<file path="config.mk">
export PLATFORM = sky130hd
export DESIGN_NAME = uart_tx_arbiter_flat
export DESIGN_NICKNAME = d
export VERILOG_FILES = /design/src/rtl/uart_tx_arbiter_if.sv /design/src/rtl/uart_tx_arbiter.sv /design/src/flat_wrapper.sv
export SDC_FILE = /design/constraint.sdc
export NUM_CORES = 1
export LEC_CHECK = 0
export CELL_PAD_IN_SITES_DETAIL_PLACEMENT = 1
export CELL_PAD_IN_SITES_GLOBAL_PLACEMENT = 1
export CORE_MARGIN = 1.5
export CORE_UTILIZATION = 43
export CTS_BUF_LIST = sky130_fd_sc_hd__clkbuf_8
export DETAILED_ROUTE_END_ITERATION = 16
export GPL_ROUTABILITY_DRIVEN = 0
export PLACE_DENSITY = 0.93
export SYNTH_ARGS = -nofsm -noshare
export SYNTH_HDL_FRONTEND = slang
export SYNTH_SLANG_ARGS = --single-unit
</file>
<file path="constraint.sdc">
create_clock -name clk -period 3.9 [get_ports clk]
set_input_delay 0.975 -clock clk [delete_from_list [all_inputs] [get_ports clk]]
set_output_delay 0.975 -clock clk [all_outputs]
set_load 0.01 [all_outputs]
</file>
<file path="src/rtl/uart_tx_arbiter_if.sv">
// Bundle of the requester, serializer and arbiter-status signals around uart_tx_arbiter.
// master: requesters plus the uart_tx completion pulse; slave: the arbiter.
interface uart_tx_arbiter_if #(
    parameter int unsigned NUM_REQ = 4
) ();
    logic [NUM_REQ-1:0]   req;
    logic [8*NUM_REQ-1:0] req_data;
    logic [NUM_REQ-1:0]   grant;
    logic [NUM_REQ-1:0]   done;
    logic                 err;
    logic                 busy;
    logic [7:0]           tx_data;
    logic                 tx_start;
    logic                 tx_done;

    modport master (
        output req, req_data, tx_done,
        input  grant, done, err, busy, tx_data, tx_start
    );

    modport slave (
        input  req, req_data, tx_done,
        output grant, done, err, busy, tx_data, tx_start
    );
endinterface

</file>
<file path="src/rtl/uart_tx_arbiter.sv">
// Shares one uart_tx serializer among NUM_REQ byte requesters with a transfer watchdog.
// Define UART_ARB_FIXED_PRIO_EN for fixed priority (requester 0 highest) instead of round-robin.
module uart_tx_arbiter #(
    parameter int unsigned NUM_REQ    = 4,
    parameter logic [23:0] TX_TIMEOUT = 24'd2_000_000
) (
    input  logic             clk,
    input  logic             rst,
    uart_tx_arbiter_if.slave bus
);
    localparam int unsigned IdxW  = $clog2(NUM_REQ);
    localparam int unsigned IdxW1 = IdxW + 1;
    localparam logic [IdxW:0] NumReqW = IdxW1'(NUM_REQ);

    typedef enum logic [1:0] {StIdle, StStart, StWait, StGap} state_e;

    state_e               state_q, state_d;
    logic [IdxW-1:0]      ptr_q, ptr_d;
    logic [NUM_REQ-1:0]   grant_q, grant_d;
    logic [NUM_REQ-1:0]   done_q, done_d;
    logic                 err_q, err_d;
    logic                 tx_start_q, tx_start_d;
    logic [7:0]           tx_data_q, tx_data_d;
    logic [23:0]          cnt_q, cnt_d;

    logic                 win_found;
    logic [IdxW-1:0]      win_idx;
    logic [IdxW:0]        cand;
    logic [NUM_REQ-1:0]   win_onehot;
    logic [7:0]           win_byte;
    logic [IdxW-1:0]      ptr_adv;

    // Search upward from the pointer, wrapping at NUM_REQ (not at 2**IdxW).
    always_comb begin
        win_found = 1'b0;
        win_idx   = '0;
        cand      = '0;
        for (int unsigned k = 0; k < NUM_REQ; k++) begin
            cand = {1'b0, ptr_q} + IdxW1'(k);
            if (cand >= NumReqW) begin
                cand = cand - NumReqW;
            end
            if (!win_found && bus.req[cand[IdxW-1:0]]) begin
                win_found = 1'b1;
                win_idx   = cand[IdxW-1:0];
            end
        end
    end

    always_comb begin
        win_byte   = '0;
        win_onehot = '0;
        for (int unsigned i = 0; i < NUM_REQ; i++) begin
            if (win_idx == IdxW'(i)) begin
                win_byte      = bus.req_data[8*i +: 8];
                win_onehot[i] = 1'b1;
            end
        end
    end

`ifdef UART_ARB_FIXED_PRIO_EN
    assign ptr_adv = '0;
`else
    logic [IdxW-1:0] owner_idx;

    always_comb begin
        owner_idx = '0;
        for (int unsigned i = 0; i < NUM_REQ; i++) begin
            if (grant_q[i]) begin
                owner_idx = IdxW'(i);
            end
        end
    end

    assign ptr_adv = (owner_idx == IdxW'(NUM_REQ - 1)) ? '0 : owner_idx + IdxW'(1);
`endif

    always_comb begin
        state_d    = state_q;
        ptr_d      = ptr_q;
        grant_d    = grant_q;
        done_d     = '0;
        err_d      = 1'b0;
        tx_start_d = 1'b0;
        tx_data_d  = tx_data_q;
        cnt_d      = cnt_q;

        unique case (state_q)
            StIdle: begin
                if (win_found) begin
                    tx_data_d  = win_byte;
                    grant_d    = win_onehot;
                    tx_start_d = 1'b1;
                    state_d    = StStart;
                end
            end
            StStart: begin
                cnt_d   = '0;
                state_d = StWait;
            end
            StWait: begin
                cnt_d = cnt_q + 24'd1;
                // A real completion wins over a timeout landing on the same cycle.
                if (bus.tx_done || (cnt_q == TX_TIMEOUT - 24'd1)) begin
                    err_d   = !bus.tx_done;
                    done_d  = grant_q;
                    grant_d = '0;
                    ptr_d   = ptr_adv;
                    cnt_d   = '0;
                    state_d = StGap;
                end
            end
            StGap: begin
                state_d = StIdle;
            end
            default: begin
                state_d = StIdle;
            end
        endcase
    end

    always_ff @(posedge clk or posedge rst) begin
        if (rst) begin
            state_q    <= StIdle;
            ptr_q      <= '0;
            grant_q    <= '0;
            done_q     <= '0;
            err_q      <= 1'b0;
            tx_start_q <= 1'b0;
            tx_data_q  <= 8'h00;
            cnt_q      <= '0;
        end else begin
            state_q    <= state_d;
            ptr_q      <= ptr_d;
            grant_q    <= grant_d;
            done_q     <= done_d;
            err_q      <= err_d;
            tx_start_q <= tx_start_d;
            tx_data_q  <= tx_data_d;
            cnt_q      <= cnt_d;
        end
    end

    assign bus.grant    = grant_q;
    assign bus.done     = done_q;
    assign bus.err      = err_q;
    assign bus.busy     = (state_q != StIdle);
    assign bus.tx_data  = tx_data_q;
    assign bus.tx_start = tx_start_q;
endmodule

</file>
<file path="src/flat_wrapper.sv">
// flat-port wrapper written by rule: the top's interface ports become plain ports
module uart_tx_arbiter_flat 
#(
    parameter int unsigned NUM_REQ    = 4,
    parameter logic [23:0] TX_TIMEOUT = 24'd2_000_000
)
  (clk, rst, bus_req, bus_req_data, bus_tx_done, bus_grant, bus_done, bus_err, bus_busy, bus_tx_data, bus_tx_start);
  uart_tx_arbiter_if #(.NUM_REQ(NUM_REQ)) bus_i ();
  input  logic clk;
  input  logic rst;
  input wire logic [$bits(bus_i.req)-1:0] bus_req;
  input wire logic [$bits(bus_i.req_data)-1:0] bus_req_data;
  input wire logic [$bits(bus_i.tx_done)-1:0] bus_tx_done;
  output wire logic [$bits(bus_i.grant)-1:0] bus_grant;
  output wire logic [$bits(bus_i.done)-1:0] bus_done;
  output wire logic [$bits(bus_i.err)-1:0] bus_err;
  output wire logic [$bits(bus_i.busy)-1:0] bus_busy;
  output wire logic [$bits(bus_i.tx_data)-1:0] bus_tx_data;
  output wire logic [$bits(bus_i.tx_start)-1:0] bus_tx_start;
  assign bus_i.req = bus_req;
  assign bus_i.req_data = bus_req_data;
  assign bus_i.tx_done = bus_tx_done;
  assign bus_grant = bus_i.grant;
  assign bus_done = bus_i.done;
  assign bus_err = bus_i.err;
  assign bus_busy = bus_i.busy;
  assign bus_tx_data = bus_i.tx_data;
  assign bus_tx_start = bus_i.tx_start;
  uart_tx_arbiter #(.NUM_REQ(NUM_REQ), .TX_TIMEOUT(TX_TIMEOUT)) u_core (.clk(clk), .rst(rst), .bus(bus_i));
endmodule
</file>
==> results.txt, run 1 <==
----------------------------------------------------
[Logic synthesis]
  Flip-flop cell with the highest count after synthesis ... sky130_fd_sc_hd__dfrtp_1
  Synthesized net count ... 305
  Most frequent cell after synthesis ... sky130_fd_sc_hd__dfrtp_1
  Syn Inst Count ... 263
  Synth cell count leaders ... 46 x sky130_fd_sc_hd__dfrtp_1, 31 x sky130_fd_sc_hd__nor2_1, 21 x sky130_fd_sc_hd__nand2_1
  Share of Yosys cell area claimed by the top area cell type ... 0.446
  Total of warnings raised by yosys ... 0
  Cell taking the most area after synthesis ... sky130_fd_sc_hd__dfrtp_1
  Synthesized area per cell ... 9.82 µm²
  Register area share after synthesis ... 0.446
  Synthesized cell area ... 2580 µm²
  Async set-reset flop share out of synthesis ... 1.00
  Unique masters post-synth ... 50
  Flip-flop and latch count after synthesis ... 46
  Most area-consuming cells after synthesis ... sky130_fd_sc_hd__dfrtp_1 45%, sky130_fd_sc_hd__mux2i_1 4.6%, sky130_fd_sc_hd__nor2_1 4.5%
  Number of enable flip-flop cells after synthesis ... 0

[Status]
  Outcome ... completed

[Cells and area]
  Number of antenna diodes ... 0
  Total number of nets in the final design ... 366
  Area of all placed cells without fillers ... 3320 µm²
  Final core utilization ... 0.567
  Area grow syn2layout ... 28.4%
  Share of cells above drive strength 1 ... 0.0769

[Die]
  Initial core utilization ... 0.442
  Placeable Area ... 5850 µm²
  IO Count ... 58
  Area of the die ... 6480 µm²
  Die H ... 80.5 µm
  Horizontal extent of the die ... 80.5 µm
  Number of core rows ... 28

[Clock tree]
  Clock transition at the registers of the reported paths ... 0.09 ns
  Max clock buf depth ... 2
  Total number of clock tree sinks ... 46
  Skew-Pair Late Insertion Delay ... 0.31 ns
  Post-CTS resize count ... 0
  H-tree level count ... 2
  Setup bufs post-CTS ... 0
  CTS hold repair buffers ... 0
  Number of buffers created by CTS ... 5
  Clock tree from TritonCTS ... yes
  Cell chosen for the clock root ... sky130_fd_sc_hd__clkbuf_8

[STA]
  Unrepaired setup endpoints after global routing ... false
  Final setup violation count ... 0
  Post-Route Hold Slack ... 0.501 ns
  Fin. Hold Viols ... 0
  Fraction of the cycle the final worst path needs ... 0.727
  Period minus WS final ... 2.84 ns
  F_max ... 352 MHz
  Worst clock skew on the final layout ... 0.0113 ns
  Slew at the pin closest to its max-slew limit ... 0.989 ns
  Worst slew margin relative to its limit ... 0.340
  Total Neg Setup Slack ... 0 ns
  Max Transition Viols Final ... 0

[Placement]
  Total cell area at the placement stage ... 3230 µm²
  Count of input and output buffers ... 57
  Placed wire-length estimate after detailed placement ... 5.55 mm

[Worst setup path]
  Required @ worst endpoint ... 4.11 ns
  R2R setup slack ... 1.57 ns
  Biggest fanout along the worst timing path ... 15
  Crit end category ... register
  Bufs and invs on worst path ... 1
  Worst reg-to-reg path cell count ... 7
  CP Cell Sequence ... clkdlybuf4s50_1, mux2i_1, nor2_4, nor3_4, a2111oi_0, a211oi_1
  Crit path launch ... bus_req[0]
  Capturing point of the worst reg2reg path ... u_core.cnt_q[19]$_DFFE_PP0P_
  Worst setup SP type ... input port
  Crit Path Class ... input port to register
  Slowest stage delay, CP ... 0.67 ns
  Reg-to-reg startpoint ... u_core.state_q[1]$_DFFE_PP0P_
  Critical path data arrival time ... 3.05 ns
  Highest-delay cell along the critical path ... sky130_fd_sc_hd__nor3_4
  Delay-heaviest family, CP ... simple AND/OR/NAND/NOR gates

[Run]
  Max-cap check violation count ... 0

[Global routing]
  Total global routing overflow ... 0
  GRT busiest layer ... met2
  Number of global-route vias before repair ... 2422
  First-pass GRT wire length ... 12.1 mm
  Global-route track usage on met3 ... 0.0432
  Met1 Resource Use GR ... 0.313
  Met2 layer usage reported by global route ... 0.422
  GRT Total Usage ... 0.246
  Pin count of the biggest net entering global routing ... 47
  Antenna violations before repair ... 0

[Hold path]
  Start point of the worst min-delay path ... u_core.bus.tx_data[2]$_DFFE_PP0P_
  Hold-critical path depth ... 2
  Worst hold endpoint ... u_core.bus.tx_data[2]$_DFFE_PP0P_
  Worst Hold Class ... register to register

[Power and ir drop]
  Cell leakage power ... 1.34 nW
  Power density of the placed cells ... 551 nW/µm²
  Post-layout power ... 0.00183 W
  Worst-case vdd ir drop ... 0.271 mV

[Drt]
  Number of vias in the routed layout ... 2341
  Routed length per instance ... 18.8 µm
  Total iterations of the first detailed-routing run ... 4
  Total routed wirelength ... 7.51 mm
  DRC Markers ... 0
  Mean number of vias per cell ... 5.85
  DRC marker count from the first detailed-route iteration ... 139
  Number of nets with antenna violations after routing ... 0

----------------------------------------------------
## state kept, by name, indices dropped and copies added, names as in the netlist
signal and flops:
u_core.bus.err 1, u_core.bus.tx_start 1, u_core.bus.tx_data 8, u_core.state_q 2, u_core.ptr_q 2, u_core.cnt_q 24, u_core.bus.done 4, u_core.bus.grant 4
## worst max-delay path by stage
| stage | endpoint | slack [ns] | depth (start not counted) |
|---|---|---|---|
| after floorplan | u_core.bus.tx_data[0]$_DFFE_PP0P_ | 1.76 | 5 |
| after global placement | u_core.bus.tx_data[3]$_DFFE_PP0P_ | 0.88 | 6 |
| after detailed placement | u_core.bus.tx_data[3]$_DFFE_PP0P_ | 0.73 | 6 |
| after CTS | u_core.bus.tx_data[3]$_DFFE_PP0P_ | 1.04 | 6 |
| after global routing | u_core.bus.tx_data[0]$_DFFE_PP0P_ | 0.91 | 6 |
| final | u_core.bus.tx_data[3]$_DFFE_PP0P_ | 1.06 | 6 |
## layout by cell type, fill, tap and decap left out, types with 5 or more instances in the layout
master / instances
sky130_fd_sc_hd__clkdlybuf4s50_1: 57
sky130_fd_sc_hd__dfrtp_1: 46
sky130_fd_sc_hd__nor2_1: 31
sky130_fd_sc_hd__nand2_1: 21
sky130_fd_sc_hd__mux2i_1: 12
sky130_fd_sc_hd__nand3_1: 11
sky130_fd_sc_hd__inv_1: 9
sky130_fd_sc_hd__nand4_1: 9
sky130_fd_sc_hd__a21oi_1: 8
sky130_fd_sc_hd__o2bb2ai_1: 7
sky130_fd_sc_hd__xnor2_1: 7
sky130_fd_sc_hd__xor2_1: 7
sky130_fd_sc_hd__o31a_1: 6
sky130_fd_sc_hd__nor3_1: 6
sky130_fd_sc_hd__and3_1: 5
sky130_fd_sc_hd__and2_1: 5
sky130_fd_sc_hd__a2111oi_0: 5
sky130_fd_sc_hd__a211oi_1: 5
sky130_fd_sc_hd__clkbuf_8: 5
## per-layer routing
layer  vias to the layer above  wire length, µm  share of wire
met3                        13              220          0.029
met1                      1194             3300           0.44
met4                         0              139          0.019
met5                         -                0              0
li1                       1091                -              -
met2                        43             3850           0.51
## layout make-up
type / count / area [µm²]
fillers: 666 / 2530
multi-input cells: 200 / 1350
flip-flops and latches: 46 / 1150
repair buffers: 59 / 586
well taps: 75 / 93.8
clock buffers: 5 / 68.8
inverters: 12 / 45.0
clock inverters: 3 / 21.3
## worst min-delay path, stage by stage, from the launching register on
cell and delay (ns):
sky130_fd_sc_hd__dfrtp_1 0.35, sky130_fd_sc_hd__nand2_1 0.05, sky130_fd_sc_hd__o211ai_1 0.07
## cells by family (layout without fill, tap and decap cells)
kind of cell	Yosys count	in the layout	share of synthesized area
buffers and inverters	17	79	0.0310
muxes	14	14	0.0552
and+or+nand+nor	109	109	0.224
AOI/OAI and AO/OA	60	60	0.183
adders and majority gates	3	3	0.0145
xor gates and xnor gates	14	14	0.0475
DFF	46	46	0.446
## through the flow
step	setup slack (ns)	instances
floorplan	1.76	263
global placement	0.877	392
detailed placement	0.730	392
CTS	1.04	400
global route	0.908	400
finish	1.06	400
## power breakdown
part | leakage, nW | internal [W] | switching, W | total, W
logic | 0.691 | 0.000360 | 0.000522 | 0.000882
clock network | 0.0441 | 0.000126 | 0.000179 | 0.000305
registers | 0.610 | 0.000568 | 0.0000725 | 0.000641
total | 1.34 | 0.00105 | 0.000773 | 0.00183
(Power assumes the default switching activity.)
==> run 2: changes to the inputs <==
- CORE_UTILIZATION: 43 -> 40
- PLACE_DENSITY: 0.93 -> 0.88
- clock period: 3.9 -> 2.8 ns (I/O delays scaled with it)
==> results.txt, run 2 (synthesis gave the netlist of run 1 again) <==
----------------------------------------------------
[Drt]
  Number of nets with antenna violations after routing ... 0
  Routed length per instance ... 18.4 µm
  DRC marker count from the first detailed-route iteration ... 61
  Total iterations of the first detailed-routing run ... 4
  DRC Markers ... 0
  Number of vias in the routed layout ... 2348
  Total routed wirelength ... 7.53 mm
  Mean number of vias per cell ... 5.73

[Cells and area]
  Register with the highest flop count ... u_core.cnt_q
  Most common cell after layout, fill and taps aside ... sky130_fd_sc_hd__clkdlybuf4s50_1
  Flip-flop count of the largest register, all copies and words added ... 24
  Total number of nets in the final design ... 374
  Filler-free cell count of the finished design ... 410
  Area grow syn2layout ... 30.9%
  Share of cells above drive strength 1 ... 0.0961
  Highest-count cells in the layout ignoring fill and taps ... 57 x sky130_fd_sc_hd__clkdlybuf4s50_1, 46 x sky130_fd_sc_hd__dfrtp_1, 31 x sky130_fd_sc_hd__nor2_1
  Filler Cell Count ... 722
  Number of antenna diodes ... 0

[Worst setup path]
  Capturing point of the worst reg2reg path ... u_core.cnt_q[19]$_DFFE_PP0P_
  Crit end category ... register
  R2R setup slack ... 0.66 ns
  Critical path data arrival time ... 2.76 ns
  Crit Path Class ... input port to register
  Reg-to-reg startpoint ... u_core.state_q[1]$_DFFE_PP0P_
  Worst setup SP type ... input port
  Worst reg-to-reg path cell count ... 7
  End of the critical path ... u_core.bus.tx_data[0]$_DFFE_PP0P_
  Crit path launch ... bus_req[1]
  Required @ worst endpoint ... 3.01 ns
  Biggest fanout along the worst timing path ... 10

[Placement]
  Instance count after placement with tap cells included ... 402
  Placed wire-length estimate after detailed placement ... 5.81 mm
  Count of input and output buffers ... 57

[Power and ir drop]
  Power density of the placed cells ... 763 nW/µm²
  Cell leakage power ... 1.39 nW
  Post-layout power ... 0.00258 W
  Worst-case vdd ir drop ... 0.341 mV

[Hold path]
  Worst Hold Class ... register to register
  Hold-critical path depth ... 1

[Die]
  IO Count ... 58
  Initial core utilization ... 0.412
  Die H ... 83.4 µm
  Number of core rows ... 29
  Horizontal extent of the die ... 83.4 µm
  Placeable Area ... 6280 µm²
  Area of the die ... 6950 µm²

[Clock tree]
  Total number of clock tree sinks ... 46
  Clock transition at the registers of the reported paths ... 0.09 ns
  Number of buffers created by CTS ... 5
  Skew-Pair Late Insertion Delay ... 0.30 ns
  Post-CTS resize count ... 0
  H-tree level count ... 2
  Max clock buf depth ... 2
  Setup bufs post-CTS ... 0
  Cell chosen for the clock root ... sky130_fd_sc_hd__clkbuf_8
  CTS hold repair buffers ... 0
  Clock tree from TritonCTS ... yes

[STA]
  Total Neg Setup Slack ... 0 ns
  Final setup violation count ... 0
  Period minus WS final ... 2.54 ns
  F_max ... 393 MHz
  Unrepaired setup endpoints after global routing ... false
  Max Transition Viols Final ... 0
  Fin. Hold Viols ... 0
  Worst clock skew on the final layout ... 0.0137 ns
  Slew at the pin closest to its max-slew limit ... 0.699 ns
  Fraction of the cycle the final worst path needs ... 0.909
  Worst slew margin relative to its limit ... 0.532

[Global routing]
  Pin count of the biggest net entering global routing ... 29
  First-pass GRT wire length ... 12.9 mm
  Number of global-route vias before repair ... 2576
  Total global routing overflow ... 0
  Antenna violations before repair ... 0
  GRT Total Usage ... 0.229

[Run]
  Max-cap check violation count ... 0

[Status]
  Outcome ... completed

----------------------------------------------------
run 2: report_power, final:
group          internal [W]  leakage (nW)  total (W)  switching [W]
combinational      0.000546         0.729    0.00127       0.000723
clock              0.000196        0.0524   0.000424       0.000228
sequential         0.000792         0.610   0.000887      0.0000955
run 2: worst max-delay path, cell delays in order:
cell and delay, ns:
sky130_fd_sc_hd__clkdlybuf4s50_1 0.52, sky130_fd_sc_hd__nor4_1 0.65, sky130_fd_sc_hd__nand2b_1 0.26, sky130_fd_sc_hd__inv_2 0.13, sky130_fd_sc_hd__and2_1 0.24, sky130_fd_sc_hd__a211oi_1 0.25
run 2: area by class of cell:
class / count / area (µm²) / area share
Tap cell: 77 / 96.3 / 0.0285
Multi-Input combinational cell: 200 / 1350 / 0.400
Clock buffer: 6 / 82.6 / 0.0244
Sequential cell: 46 / 1150 / 0.340
Clock inverter: 2 / 8.76 / 0.00259
Timing Repair Buffer: 67 / 646 / 0.191
Inverter: 12 / 45.0 / 0.0133
run 2: worst min path at each step:
stage | end | slack [ns] | startpoint
finish | u_core.cnt_q[0]$_DFFE_PP0P_ | 0.52 | u_core.cnt_q[0]$_DFFE_PP0P_
global route | u_core.bus.tx_data[4]$_DFFE_PP0P_ | 0.54 | u_core.bus.tx_data[4]$_DFFE_PP0P_
CTS | u_core.cnt_q[0]$_DFFE_PP0P_ | 0.52 | u_core.cnt_q[0]$_DFFE_PP0P_
detailed placement | u_core.bus.tx_data[6]$_DFFE_PP0P_ | 0.50 | u_core.bus.tx_data[6]$_DFFE_PP0P_
global placement | u_core.bus.tx_data[6]$_DFFE_PP0P_ | 0.49 | u_core.bus.tx_data[6]$_DFFE_PP0P_
floorplan | u_core.cnt_q[0]$_DFFE_PP0P_ | 0.48 | u_core.cnt_q[0]$_DFFE_PP0P_
run 2: metal layers:
| layer | vias up | share of wire | GRT usage |
|---|---|---|---|
| li1 | 1108 | - | - |
| met1 | 1178 | 0.43 | 0.293 |
| met2 | 48 | 0.52 | 0.402 |
| met3 | 14 | 0.030 | 0.0358 |
| met4 | 0 | 0.021 | 0.0652 |
| met5 | - | 0 | 0 |
run 2: through the flow:
stage / instance area (µm²) / setup WS, ns / hold WS [ns] / util
2_1_floorplan: 2580 / 0.934 / 0.478 / -
3_3_place_gp: 3290 / 0.136 / 0.493 / 0.524
3_5_place_dp: 3290 / 0.0874 / 0.504 / 0.524
4_1_cts: 3380 / 0.299 / 0.523 / 0.539
5_1_grt: 3380 / 0.118 / 0.543 / 0.539
6_report: 3380 / 0.256 / 0.519 / 0.539
==> run 3: changes to the inputs <==
- CTS_CLUSTER_SIZE: not set -> 16
==> results of run 3 <==
No change in the layout: final DEF, timing and power equal those of run 2.
